### config.mk
export PLATFORM = sky130hd
export DESIGN_NAME = piece_draw_sequencer
export DESIGN_NICKNAME = d
export VERILOG_FILES = /design/src/rtl/piece_draw_sequencer.sv
export SDC_FILE = /design/constraint.sdc
export NUM_CORES = 1
export LEC_CHECK = 0
export ABC_AREA = 1
export CORE_ASPECT_RATIO = 0.75
export CORE_UTILIZATION = 27
export DETAILED_ROUTE_END_ITERATION = 8
export RECOVER_POWER = 25
export SYNTH_ARGS = -nofsm -noshare
export SYNTH_HDL_FRONTEND = slang
export SYNTH_SLANG_ARGS = --single-unit
### constraint.sdc
create_clock -name CLOCK_50 -period 4.6 [get_ports CLOCK_50]
set_input_delay 0.69 -clock CLOCK_50 [delete_from_list [all_inputs] [get_ports CLOCK_50]]
set_output_delay 0.69 -clock CLOCK_50 [all_outputs]
set_load 0.02 [all_outputs]
### src/rtl/piece_draw_sequencer.sv
// Repaints a tetromino through the shared box renderer: optional erase of the
// old four cells in BG_COLOR, then the new four cells in the piece colour.
module piece_draw_sequencer #(
    parameter int         CELL     = 24,
    parameter int         GRID_X0  = 200,
    parameter int         GRID_Y0  = 0,
    parameter int         NCOLS    = 10,
    parameter int         NROWS    = 20,
    parameter logic [8:0] BG_COLOR = 9'h000
) (
    input  logic        CLOCK_50,
    input  logic        resetn,
    input  logic        req,
    input  logic        erase_en,
    input  logic [35:0] old_cells,
    input  logic [35:0] new_cells,
    input  logic [8:0]  piece_color,
    output logic        busy,
    output logic        done,
    output logic        box_start,
    output logic [9:0]  box_x0,
    output logic [8:0]  box_y0,
    output logic [8:0]  box_color,
    input  logic        box_done,
    output logic [3:0]  cells_drawn
);

    typedef enum logic [2:0] {S_IDLE, S_SEL, S_ISSUE, S_WAIT, S_FIN} state_t;

    localparam logic [9:0] CELL_W  = 10'(CELL);
    localparam logic [4:0] NCOLS_W = 5'(NCOLS);
    localparam logic [5:0] NROWS_W = 6'(NROWS);

    state_t          state_q, state_d;
    logic [2:0]      idx_q, idx_d;
    logic [3:0][8:0] old_q, old_d, new_q, new_d;
    logic [8:0]      color_q, color_d;
    logic [9:0]      x_q, x_d;
    logic [8:0]      y_q, y_d;
    logic [8:0]      bc_q, bc_d;
    logic [3:0]      cnt_q, cnt_d;

    logic [8:0]      sel_cell;
    logic [3:0]      sel_col;
    logic [4:0]      sel_row;
    logic            on_grid;
    logic [9:0]      px;
    logic [8:0]      py;

    // Constant multiply by CELL as a sum of shifted copies of the operand.
    function automatic logic [9:0] mul_cell(input logic [9:0] v);
        logic [9:0] acc;
        acc = '0;
        for (int b = 0; b < 10; b++)
            if (CELL_W[b]) acc = acc + (v << b);
        return acc;
    endfunction

    // idx 0..3 walks the old cells, 4..7 the new cells.
    assign sel_cell = idx_q[2] ? new_q[idx_q[1:0]] : old_q[idx_q[1:0]];
    assign sel_col  = sel_cell[3:0];
    assign sel_row  = sel_cell[8:4];
    assign on_grid  = ({1'b0, sel_col} < NCOLS_W) && ({1'b0, sel_row} < NROWS_W);
    assign px       = 10'(GRID_X0) + mul_cell({6'b0, sel_col});
    assign py       = 9'(GRID_Y0) + 9'(mul_cell({5'b0, sel_row}));

    always_ff @(posedge CLOCK_50) begin
        if (!resetn) begin
            state_q <= S_IDLE;
            idx_q   <= '0;
            old_q   <= '0;
            new_q   <= '0;
            color_q <= '0;
            x_q     <= '0;
            y_q     <= '0;
            bc_q    <= '0;
            cnt_q   <= '0;
        end else begin
            state_q <= state_d;
            idx_q   <= idx_d;
            old_q   <= old_d;
            new_q   <= new_d;
            color_q <= color_d;
            x_q     <= x_d;
            y_q     <= y_d;
            bc_q    <= bc_d;
            cnt_q   <= cnt_d;
        end
    end

    always_comb begin
        state_d = state_q;
        idx_d   = idx_q;
        old_d   = old_q;
        new_d   = new_q;
        color_d = color_q;
        x_d     = x_q;
        y_d     = y_q;
        bc_d    = bc_q;
        cnt_d   = cnt_q;
        case (state_q)
            S_IDLE: begin
                if (req) begin
                    old_d   = old_cells;
                    new_d   = new_cells;
                    color_d = piece_color;
                    idx_d   = erase_en ? 3'd0 : 3'd4;
                    cnt_d   = '0;
                    state_d = S_SEL;
                end
            end
            S_SEL: begin
                if (on_grid) begin
                    x_d     = px;
                    y_d     = py;
                    bc_d    = idx_q[2] ? color_q : BG_COLOR;
                    state_d = S_ISSUE;
                end else if (idx_q == 3'd7) begin
                    state_d = S_FIN;
                end else begin
                    idx_d = idx_q + 3'd1;
                end
            end
            S_ISSUE: begin
                cnt_d   = cnt_q + 4'd1;
                state_d = S_WAIT;
            end
            // Coordinates stay frozen here; the renderer reads them every pixel.
            S_WAIT: begin
                if (box_done) begin
                    if (idx_q == 3'd7) begin
                        state_d = S_FIN;
                    end else begin
                        idx_d   = idx_q + 3'd1;
                        state_d = S_SEL;
                    end
                end
            end
            S_FIN:   state_d = S_IDLE;
            default: state_d = S_IDLE;
        endcase
    end

    assign busy        = (state_q == S_SEL) || (state_q == S_ISSUE) || (state_q == S_WAIT);
    assign box_start   = (state_q == S_ISSUE);
    assign done        = (state_q == S_FIN);
    assign box_x0      = x_q;
    assign box_y0      = y_q;
    assign box_color   = bc_q;
    assign cells_drawn = cnt_q;

endmodule

==> flow_summary.rst, run 1 <==
.. list-table::
   :header-rows: 1

   * - Metric
     - Value
   * - Share of the synthesized area in compound gates (AO/OA/AOI/OAI)
     - 22.6%
   * - Maximum fanout count along the critical path
     - between 40 and 50
   * - Setup slack of the worst register-to-register path
     - 1030 ps
   * - Met2 global-route usage
     - a little over a fifth
   * - Top post-synthesis cells by area
     - dfxtp_1, o21ai_0, a21oi_1
   * - Number of failing hold endpoints at the final stage
     - 0
   * - Core Rows
     - 44
   * - Highest clock rate
     - 262 MHz
   * - Root buffer selected by CTS
     - clkbuf_16
   * - Placed cell areas
     - 0.00666 mm²
   * - Remaining design rule violation count
     - 7
   * - Grt peak-use layer
     - met2
   * - Count of yosys warnings during synthesis
     - 0
   * - Number of ports placed on the die boundary
     - 121
   * - Largest stage delay, worst path
     - 1040 ps
   * - Clock Tree Buf Depth
     - 2
   * - Worst-path cell with the longest stage delay
     - clkbuf_1
   * - Post-synth top flop
     - dfxtp_1
   * - GPL Wtd Cong
     - ~0.84
   * - Share of the cycle needed by the critical path after routing
     - 82.9%
   * - Basic-gate share of the synthesized area counting and, or, nand and nor cells
     - 17.3%
   * - Number of instances in the synthesized netlist
     - 735
   * - Number of flops mapped to enable cells by yosys
     - 0
   * - Unrepaired setup endpoints after global routing
     - false
   * - Met1 routing resource usage after global routing
     - 20.2%
   * - Number of antenna repair diodes
     - 0
   * - Worst setup skew after layout
     - 11.1 ps
   * - Post-layout instance area
     - 0.00729 mm²
   * - Total die area
     - 0.0207 mm²
   * - Source of the worst hold timing path
     - old_q[22]
   * - Pins over their slew limit
     - 0
   * - M3 GR Usage
     - 4.45%
   * - Avg Synthesized Cell Area
     - 7.39 µm²
   * - Clock latency of the later-clocked register in the worst-skew pair
     - about 410 ps
   * - First-pass detailed-route iteration total
     - 8
   * - Placed wire-length estimate after detailed placement
     - 10600 µm
   * - Critical path start-end classification
     - in -> reg
   * - Initial standard-cell utilization of the core
     - 27.8%
   * - Sequential cell area fraction in the yosys report
     - 41.7%
   * - Area growth from synthesis to layout
     - 34.3%
   * - Hold_buf cts
     - 0
   * - Wire length per cell
     - roughly 13 µm
   * - Adder and majority cell fraction of the synthesized area
     - under 10%
   * - Total congestion overflow after global routing
     - 0
   * - Clock transition at the registers of the reported paths
     - roughly 50 ps
   * - Capture point of the worst reg-to-reg path
     - old_q[6]
   * - Share of cells above drive strength 1
     - 7.85%
   * - Outcome
     - complete, but fails checks
   * - Worst-case hold path end point
     - old_q[22]
   * - Area share of the leading cell type in the synthesized netlist
     - approximately two fifths
   * - Post-synthesis share of cell area spent on xor and xnor gates
     - 1.29%
   * - Required arrival time at the worst endpoint
     - between 4000 and 5000 ps
   * - Vertical die dimension
     - 125 µm
   * - Number of different library cells in the post-synthesis netlist
     - 36
   * - Sinks on the clock net
     - 113
   * - Via count of the first global-routing pass
     - 4626
   * - Nature of the critical path startpoint
     - input port
   * - Area of the core region
     - slightly below 0.02 mm²
   * - Post-CTS Repair Setup Buffers
     - 0
   * - Largest area contributor in the synthesized netlist
     - dfxtp_1
   * - Worst flop-to-flop path startpoint
     - state_q[1]
   * - Depth of the most critical reg-to-reg path
     - 8
   * - Wire length of the first global-routing pass
     - 23700 µm
   * - Worst Tran Pin Value
     - 1430 ps
   * - Setup Total Neg Slack
     - 0 ps
   * - Port-buffer cells
     - 114
   * - Layout fillers
     - 2003
   * - Number of antenna violations at the first check in global routing
     - 0
   * - Maximum number of pins on one net before global-route repair
     - between 50 and 60
   * - Failing checks
     - DRC
   * - Total wirelength of the detailed-routed design
     - 14600 µm
   * - Setup-violating endpoint count in the final report
     - 0
   * - Clock H-tree levels
     - 4
   * - Static Leakage
     - 3.06 nW
   * - Clock tree from TritonCTS
     - yes
   * - Combinational family with the most area after synthesis
     - compound AO/OA/AOI/OAI gates
   * - Detailed-route vias per instance
     - 4.41
   * - Min Tclk post-route
     - 3810 ps
   * - Peak supply drop
     - 0.292 mV
   * - Commonest cells in the synthesized netlist
     - o21ai_0, nor2_1, dfxtp_1
   * - Maximum capacitance violations
     - 0
   * - Classification of the worst-slack hold path
     - reg -> reg
   * - Chip width
     - 166 µm
   * - Net count, final
     - 934
   * - Synth Cell Area
     - 0.00543 mm²
   * - Hold Crit Depth
     - 2
   * - Power per cell area
     - 696 mW/mm²
   * - Overall fraction of global-route tracks in use
     - 14.6%
   * - Mux share of post-synthesis cell area
     - 0%
   * - CTS buffer count
     - 17
   * - Top-count cell post-synth
     - o21ai_0
   * - WP data arrival
     - around 4000 ps
   * - CP cell instances
     - clkdlybuf4s50_1, inv_1, nor2_2, clkbuf_1, clkinv_2, buf_4, o21ai_0, a21oi_1
   * - Routed Antenna Nets
     - 0
   * - Iteration-0 DRC count of the detailed router
     - 369
   * - Total of flip-flops plus latches after synthesis
     - ~110
   * - Rel. slew slack
     - 4.87%
   * - Count of cells resized by post-cts repair
     - 0
   * - Async set-or-reset flop fraction in the synthesized netlist
     - 0%
   * - Vias
     - between 4000 and 5000
   * - CP Capture Type
     - flip-flop
==> stage by stage <==
stage	total power [mW]	worst slack (ps)	util [%]	instances	hold slack, ps
after global placement	3.69	1390	34.1	1062	445
after floorplan	3.15	1720	-	740	425
final	5.07	788	37.3	1094	457
after global routing	5.50	478	37.3	1094	479
after detailed placement	3.72	1300	34.1	1062	452
after CTS	5.17	1240	37.3	1094	460
==> sequential cells by signal, summed over array words and instances (netlist names) <==
register,flops
color_q,9
box_y0,6
box_color,9
new_q,36
box_x0,7
old_q,36
state_q,3
idx_q,3
cells_drawn,4
==> report_power, final <==
part	internal, mW	switching (mW)	leakage [nW]	total, mW
sequential	1.29	0.146	0.933	1.43
combinational	0.821	1.40	1.83	2.22
clock	0.962	0.455	0.305	1.42
total	3.07	2.00	3.06	5.07
==> critical path: cells and delay by family <==
family	cells	cell delay [ps]
buf+inv	5	2900
compound gates	2	370
simple gates	1	90
==> per-layer routing <==
layer / part of all wire (%) / routed length (µm)
met5: 0 / 0
met1: 50 / 7330
met3: 7.2 / 1040
met4: 1.1 / 162
met2: 41 / 6030
==> cells by family (layout without fill, tap and decap cells) <==
group / after synthesis / in the layout
XOR/XNOR: 8 / 8
flip-flops: 113 / 113
other: 1 / 6
AND/OR/NAND/NOR: 218 / 218
AO/OA/AOI/OAI: 231 / 231
buffers and inverters: 144 / 245
adder cells (fa/ha/maj): 20 / 20
==> placed cells by master, fill, tap and decap left out <==
| master | Yosys | layout |
|---|---|---|
| o211ai_1 | 4 | 4 |
| nor2_8 | 1 | 1 |
| nor3_1 | 4 | 4 |
| o211ai_2 | 1 | 1 |
| nor2_1 | 114 | 113 |
| xnor2_1 | 3 | 3 |
| inv_1 | 88 | 87 |
| o21ai_1 | 5 | 5 |
| clkinvlp_4 | 0 | 3 |
| ha_1 | 17 | 17 |
| a21oi_1 | 87 | 87 |
| o21bai_1 | 1 | 1 |
| inv_6 | 1 | 1 |
| nand2_1 | 72 | 72 |
| nand3_2 | 7 | 7 |
| nand3_4 | 1 | 1 |
| xor2_1 | 5 | 5 |
| nor2_2 | 1 | 2 |
| a211oi_1 | 2 | 2 |
| clkdlybuf4s50_1 | 0 | 86 |
| dlygate4sd3_1 | 0 | 27 |
| clkbuf_8 | 0 | 4 |
| buf_4 | 8 | 7 |
| dfxtp_1 | 113 | 113 |
| conb_1 | 1 | 6 |
| a31oi_1 | 1 | 1 |
| o31ai_1 | 1 | 1 |
| a21oi_2 | 1 | 1 |
| nand3_1 | 17 | 17 |
| clkbuf_16 | 0 | 17 |
| o21ai_0 | 118 | 118 |
| clkinv_2 | 0 | 3 |
| bufinv_16 | 0 | 4 |
| clkbuf_1 | 23 | 3 |
| buf_2 | 13 | 1 |
| o21ai_2 | 10 | 10 |
| fa_1 | 3 | 3 |
| inv_2 | 2 | 2 |
| nand4_4 | 1 | 1 |
==> area by class of cell <==
class	instances	area [µm²]	area share, %
Inverter	91	348	4.77
Clock buffer	23	488	6.69
Sequential cell	113	2260	31.0
Tap cell	253	317	4.34
Timing Repair Buffer	122	1190	16.4
Clock inverter	9	153	2.09
Multi-Input combinational cell	483	2530	34.7
==> worst max-delay path by stage <==
stage             start         to  slack, ps  depth (start not counted)
6_report            req   old_q[6]        790                          8
5_1_grt             req   old_q[6]        480                          8
4_1_cts        idx_q[0]  box_x0[8]       1240                         12
3_5_place_dp   idx_q[0]  box_x0[9]       1300                         13
3_3_place_gp   idx_q[0]  box_x0[8]       1390                         12
2_1_floorplan  idx_q[0]  box_x0[8]       1720                         15
(Power assumes the default switching activity.)
==> inputs of run 2 (changes only) <==
clock period = 4 ns   (was 4.6 ns; I/O delays follow)
==> flow_summary.rst, run 2 (synthesis results as in run 1) <==
.. list-table::
   :header-rows: 1

   * - Metric
     - Value
   * - Wire length of the first global-routing pass
     - 24000 µm (was 23700 µm)
   * - Initial standard-cell utilization of the core
     - 27.8% (unchanged)
   * - Final Hold Slack
     - 455 ps (was 457 ps)
   * - Wire length per cell
     - 13.4 µm (was 13.3 µm)
   * - Port-buffer cells
     - 114 (unchanged)
   * - Min Tclk post-route
     - around 3200 ps
   * - Clock transition at the registers of the reported paths
     - 50 ps (about the same)
   * - Peak supply drop
     - 0.361 mV (was 0.292 mV)
   * - Remaining design rule violation count
     - 7 (unchanged)
   * - Capture point of the worst reg-to-reg path
     - box_x0[9] (was old_q[6])
   * - Final Power
     - 5.78 mW (was 5.07 mW)
   * - Total wirelength of the detailed-routed design
     - 14600 µm (about the same)
   * - Nature of the critical path startpoint
     - flip-flop (was input port)
   * - Total congestion overflow after global routing
     - 0 (unchanged)
   * - Highest clock rate
     - 316 MHz
   * - Share of cells above drive strength 1
     - 7.97% (was 7.85%)
   * - Sinks on the clock net
     - 113 (unchanged)
   * - Vertical die dimension
     - 125 µm (unchanged)
   * - Sequential group share of total power
     - 28.3% (about the same)
   * - Fin worst setup slack
     - 833 ps (was 788 ps)
   * - Area of the core region
     - 0.0195 mm² (unchanged)
   * - Required arrival time at the worst endpoint
     - 4350 ps (was 4880 ps)
   * - Rel. slew slack
     - 8.32% (was 4.87%)
   * - Depth of the most critical reg-to-reg path
     - 10 (was 8)
   * - Detailed-route vias per instance
     - 4.41 (about the same)
   * - Clock share of power
     - 27.1% (was 27.9%)
   * - Unrepaired setup endpoints after global routing
     - false (unchanged)
   * - Area growth from synthesis to layout
     - 34.4% (was 34.3%)
   * - Routed Antenna Nets
     - 0 (unchanged)
   * - Post-layout instance area
     - 0.00730 mm² (was 0.00729 mm²)
   * - Iteration-0 DRC count of the detailed router
     - 247 (was 369)
   * - Clock H-tree levels
     - 4 (unchanged)
   * - Maximum capacitance violations
     - 0 (unchanged)
   * - Net Sw Power
     - 2.31 mW (was 2.00 mW)
   * - Share of the cycle needed by the critical path after routing
     - ~79%
   * - Clock Tree Buf Depth
     - 2 (unchanged)
   * - Classification of the worst-slack hold path
     - reg -> reg (unchanged)
   * - Number of placed instances, taps included
     - 1062 (unchanged)
   * - Switching Fraction
     - 40.0% (was 39.5%)
   * - Largest stage delay, worst path
     - 610 ps (was 1040 ps)
   * - First-pass detailed-route iteration total
     - 6 (was 8)
   * - Vias
     - 4821 (was 4824)
   * - Power per cell area
     - 792 mW/mm² (was 696 mW/mm²)
   * - Source of the worst hold timing path
     - color_q[8] (was old_q[22])
   * - Logic gate share of total power
     - 44.6% (was 43.8%)
   * - Internal power summed over all cells
     - 3.47 mW (was 3.07 mW)
   * - Number of failing hold endpoints at the final stage
     - 0 (unchanged)
   * - Post-CTS Repair Setup Buffers
     - 0 (unchanged)
   * - Total die area
     - 0.0207 mm² (unchanged)
   * - CP cell instances
     - inv_1, o21ai_0, ha_1, inv_1, fa_1, o21bai_1, a21oi_1, nor2_1, o21ai_0, nor2_1 (was clkdlybuf4s50_1, inv_1, nor2_2, clkbuf_1, clkinv_2, buf_4, o21ai_0, a21oi_1)
   * - Maximum number of pins on one net before global-route repair
     - 63 (was 51)
   * - Worst-path cell with the longest stage delay
     - o21ai_0 (was clkbuf_1)
   * - Via count of the first global-routing pass
     - 4684 (was 4626)
   * - WP data arrival
     - 3510 ps (was 4090 ps)
   * - Layout fillers
     - 2016 (was 2003)
   * - Number of antenna repair diodes
     - 0 (unchanged)
   * - Worst setup skew after layout
     - 8.21 ps (was 11.1 ps)
   * - Count of cells resized by post-cts repair
     - 0 (unchanged)
   * - Number of ports placed on the die boundary
     - 121 (unchanged)
   * - Number of antenna violations at the first check in global routing
     - 0 (unchanged)
   * - Worst Tran Pin Value
     - 1380 ps (was 1430 ps)
   * - Clock tree from TritonCTS
     - yes (unchanged)
   * - GPL Wtd Cong
     - 0.783 (was 0.839)
   * - Highest-count cells in the layout ignoring fill and taps
     - o21ai_0, nor2_1, dfxtp_1 (unchanged)
   * - Hold Crit Depth
     - 2 (unchanged)
   * - Net count, final
     - 934 (unchanged)
   * - Overall fraction of global-route tracks in use
     - 14.8% (was 14.6%)
   * - Static Leakage
     - 3.07 nW (was 3.06 nW)
   * - Worst-case hold path end point
     - color_q[8] (was old_q[22])
   * - CP Capture Type
     - flip-flop (unchanged)
   * - Placed wire-length estimate after detailed placement
     - 10600 µm (about the same)
   * - Placed cell areas
     - 0.00668 mm² (was 0.00666 mm²)
   * - Largest registers
     - new_q: 36 flops, old_q: 36 flops (unchanged)
   * - Placement Setup Slack
     - 824 ps (was 1300 ps)
   * - Number of standard cells in the final layout excluding fillers
     - 1094 (unchanged)
   * - Root buffer selected by CTS
     - clkbuf_16 (unchanged)
   * - Setup-violating endpoint count in the final report
     - 0 (unchanged)
   * - Setup slack of the worst register-to-register path
     - 830 ps (was 1030 ps)
   * - Share of the core filled with cells
     - 37.3% (about the same)
   * - Chip width
     - 166 µm (unchanged)
   * - Outcome
     - complete, but fails checks (unchanged)
   * - Clock latency of the later-clocked register in the worst-skew pair
     - 420 ps (was 410 ps)
   * - Critical path start-end classification
     - reg -> reg (was in -> reg)
   * - Core Rows
     - 44 (unchanged)
   * - Maximum fanout count along the critical path
     - 21 (was 43)
   * - Setup Total Neg Slack
     - 0 ps (unchanged)
   * - Commonest non-fill, non-tap cell in the layout
     - o21ai_0 (unchanged)
   * - Pins over their slew limit
     - 0 (unchanged)
   * - CTS buffer count
     - 17 (unchanged)
   * - Worst flop-to-flop path startpoint
     - idx_q[2] (was state_q[1])
   * - Failing checks
     - DRC (unchanged)
   * - Hold_buf cts
     - 0 (unchanged)
[run 2: worst max-delay path by stage]
| stage | startpoint | to | slack [ps] |
|---|---|---|---|
| 4_1_cts | idx_q[2] | box_x0[9] | 810 |
| 3_3_place_gp | idx_q[2] | box_x0[8] | 900 |
| 6_report | idx_q[2] | box_x0[9] | 830 |
| 5_1_grt | idx_q[1] | box_x0[9] | 480 |
| 3_5_place_dp | idx_q[2] | box_x0[8] | 820 |
| 2_1_floorplan | idx_q[0] | box_x0[8] | 1120 |
[run 2: area by class of cell]
cell class | instances | area, µm² | share of cell area [%]
Timing Repair Buffer | 122 | 1220 | 16.7
Clock buffer | 20 | 467 | 6.40
Sequential cell | 113 | 2260 | 31.0
Inverter | 91 | 348 | 4.77
Clock inverter | 12 | 156 | 2.14
Tap cell | 253 | 317 | 4.34
Multi-Input combinational cell | 483 | 2530 | 34.7
[run 2: metal layers]
layer / share of wire (%) / track usage [%] / vias to the layer above
met5: 0 / 0 / -
met4: 0.97 / 4.45 / 0
met3: 6.2 / 4.35 / 11
met2: 40 / 21.1 / 128
met1: 53 / 21.3 / 2131
li1: - / - / 2551
[run 2: power by group through the flow]
stage | Sequential [mW] | Clock, mW | Combinational [mW]
detailed placement | 1.66 | 0 | 2.64
finish | 1.64 | 1.57 | 2.58
global route | 1.68 | 1.65 | 2.96
floorplan | 1.73 | 0 | 1.89
CTS | 1.64 | 1.59 | 2.65
global placement | 1.66 | 0 | 2.61
[run 2: critical path, delay by kind of cell (launching register included)]
family | cells | cell delay, ps
and+or+nand+nor | 2 | 220
AOI/OAI and AO/OA | 4 | 1030
DFF | 1 | 540
adders and majority gates | 2 | 770
buffers and inverters | 2 | 530
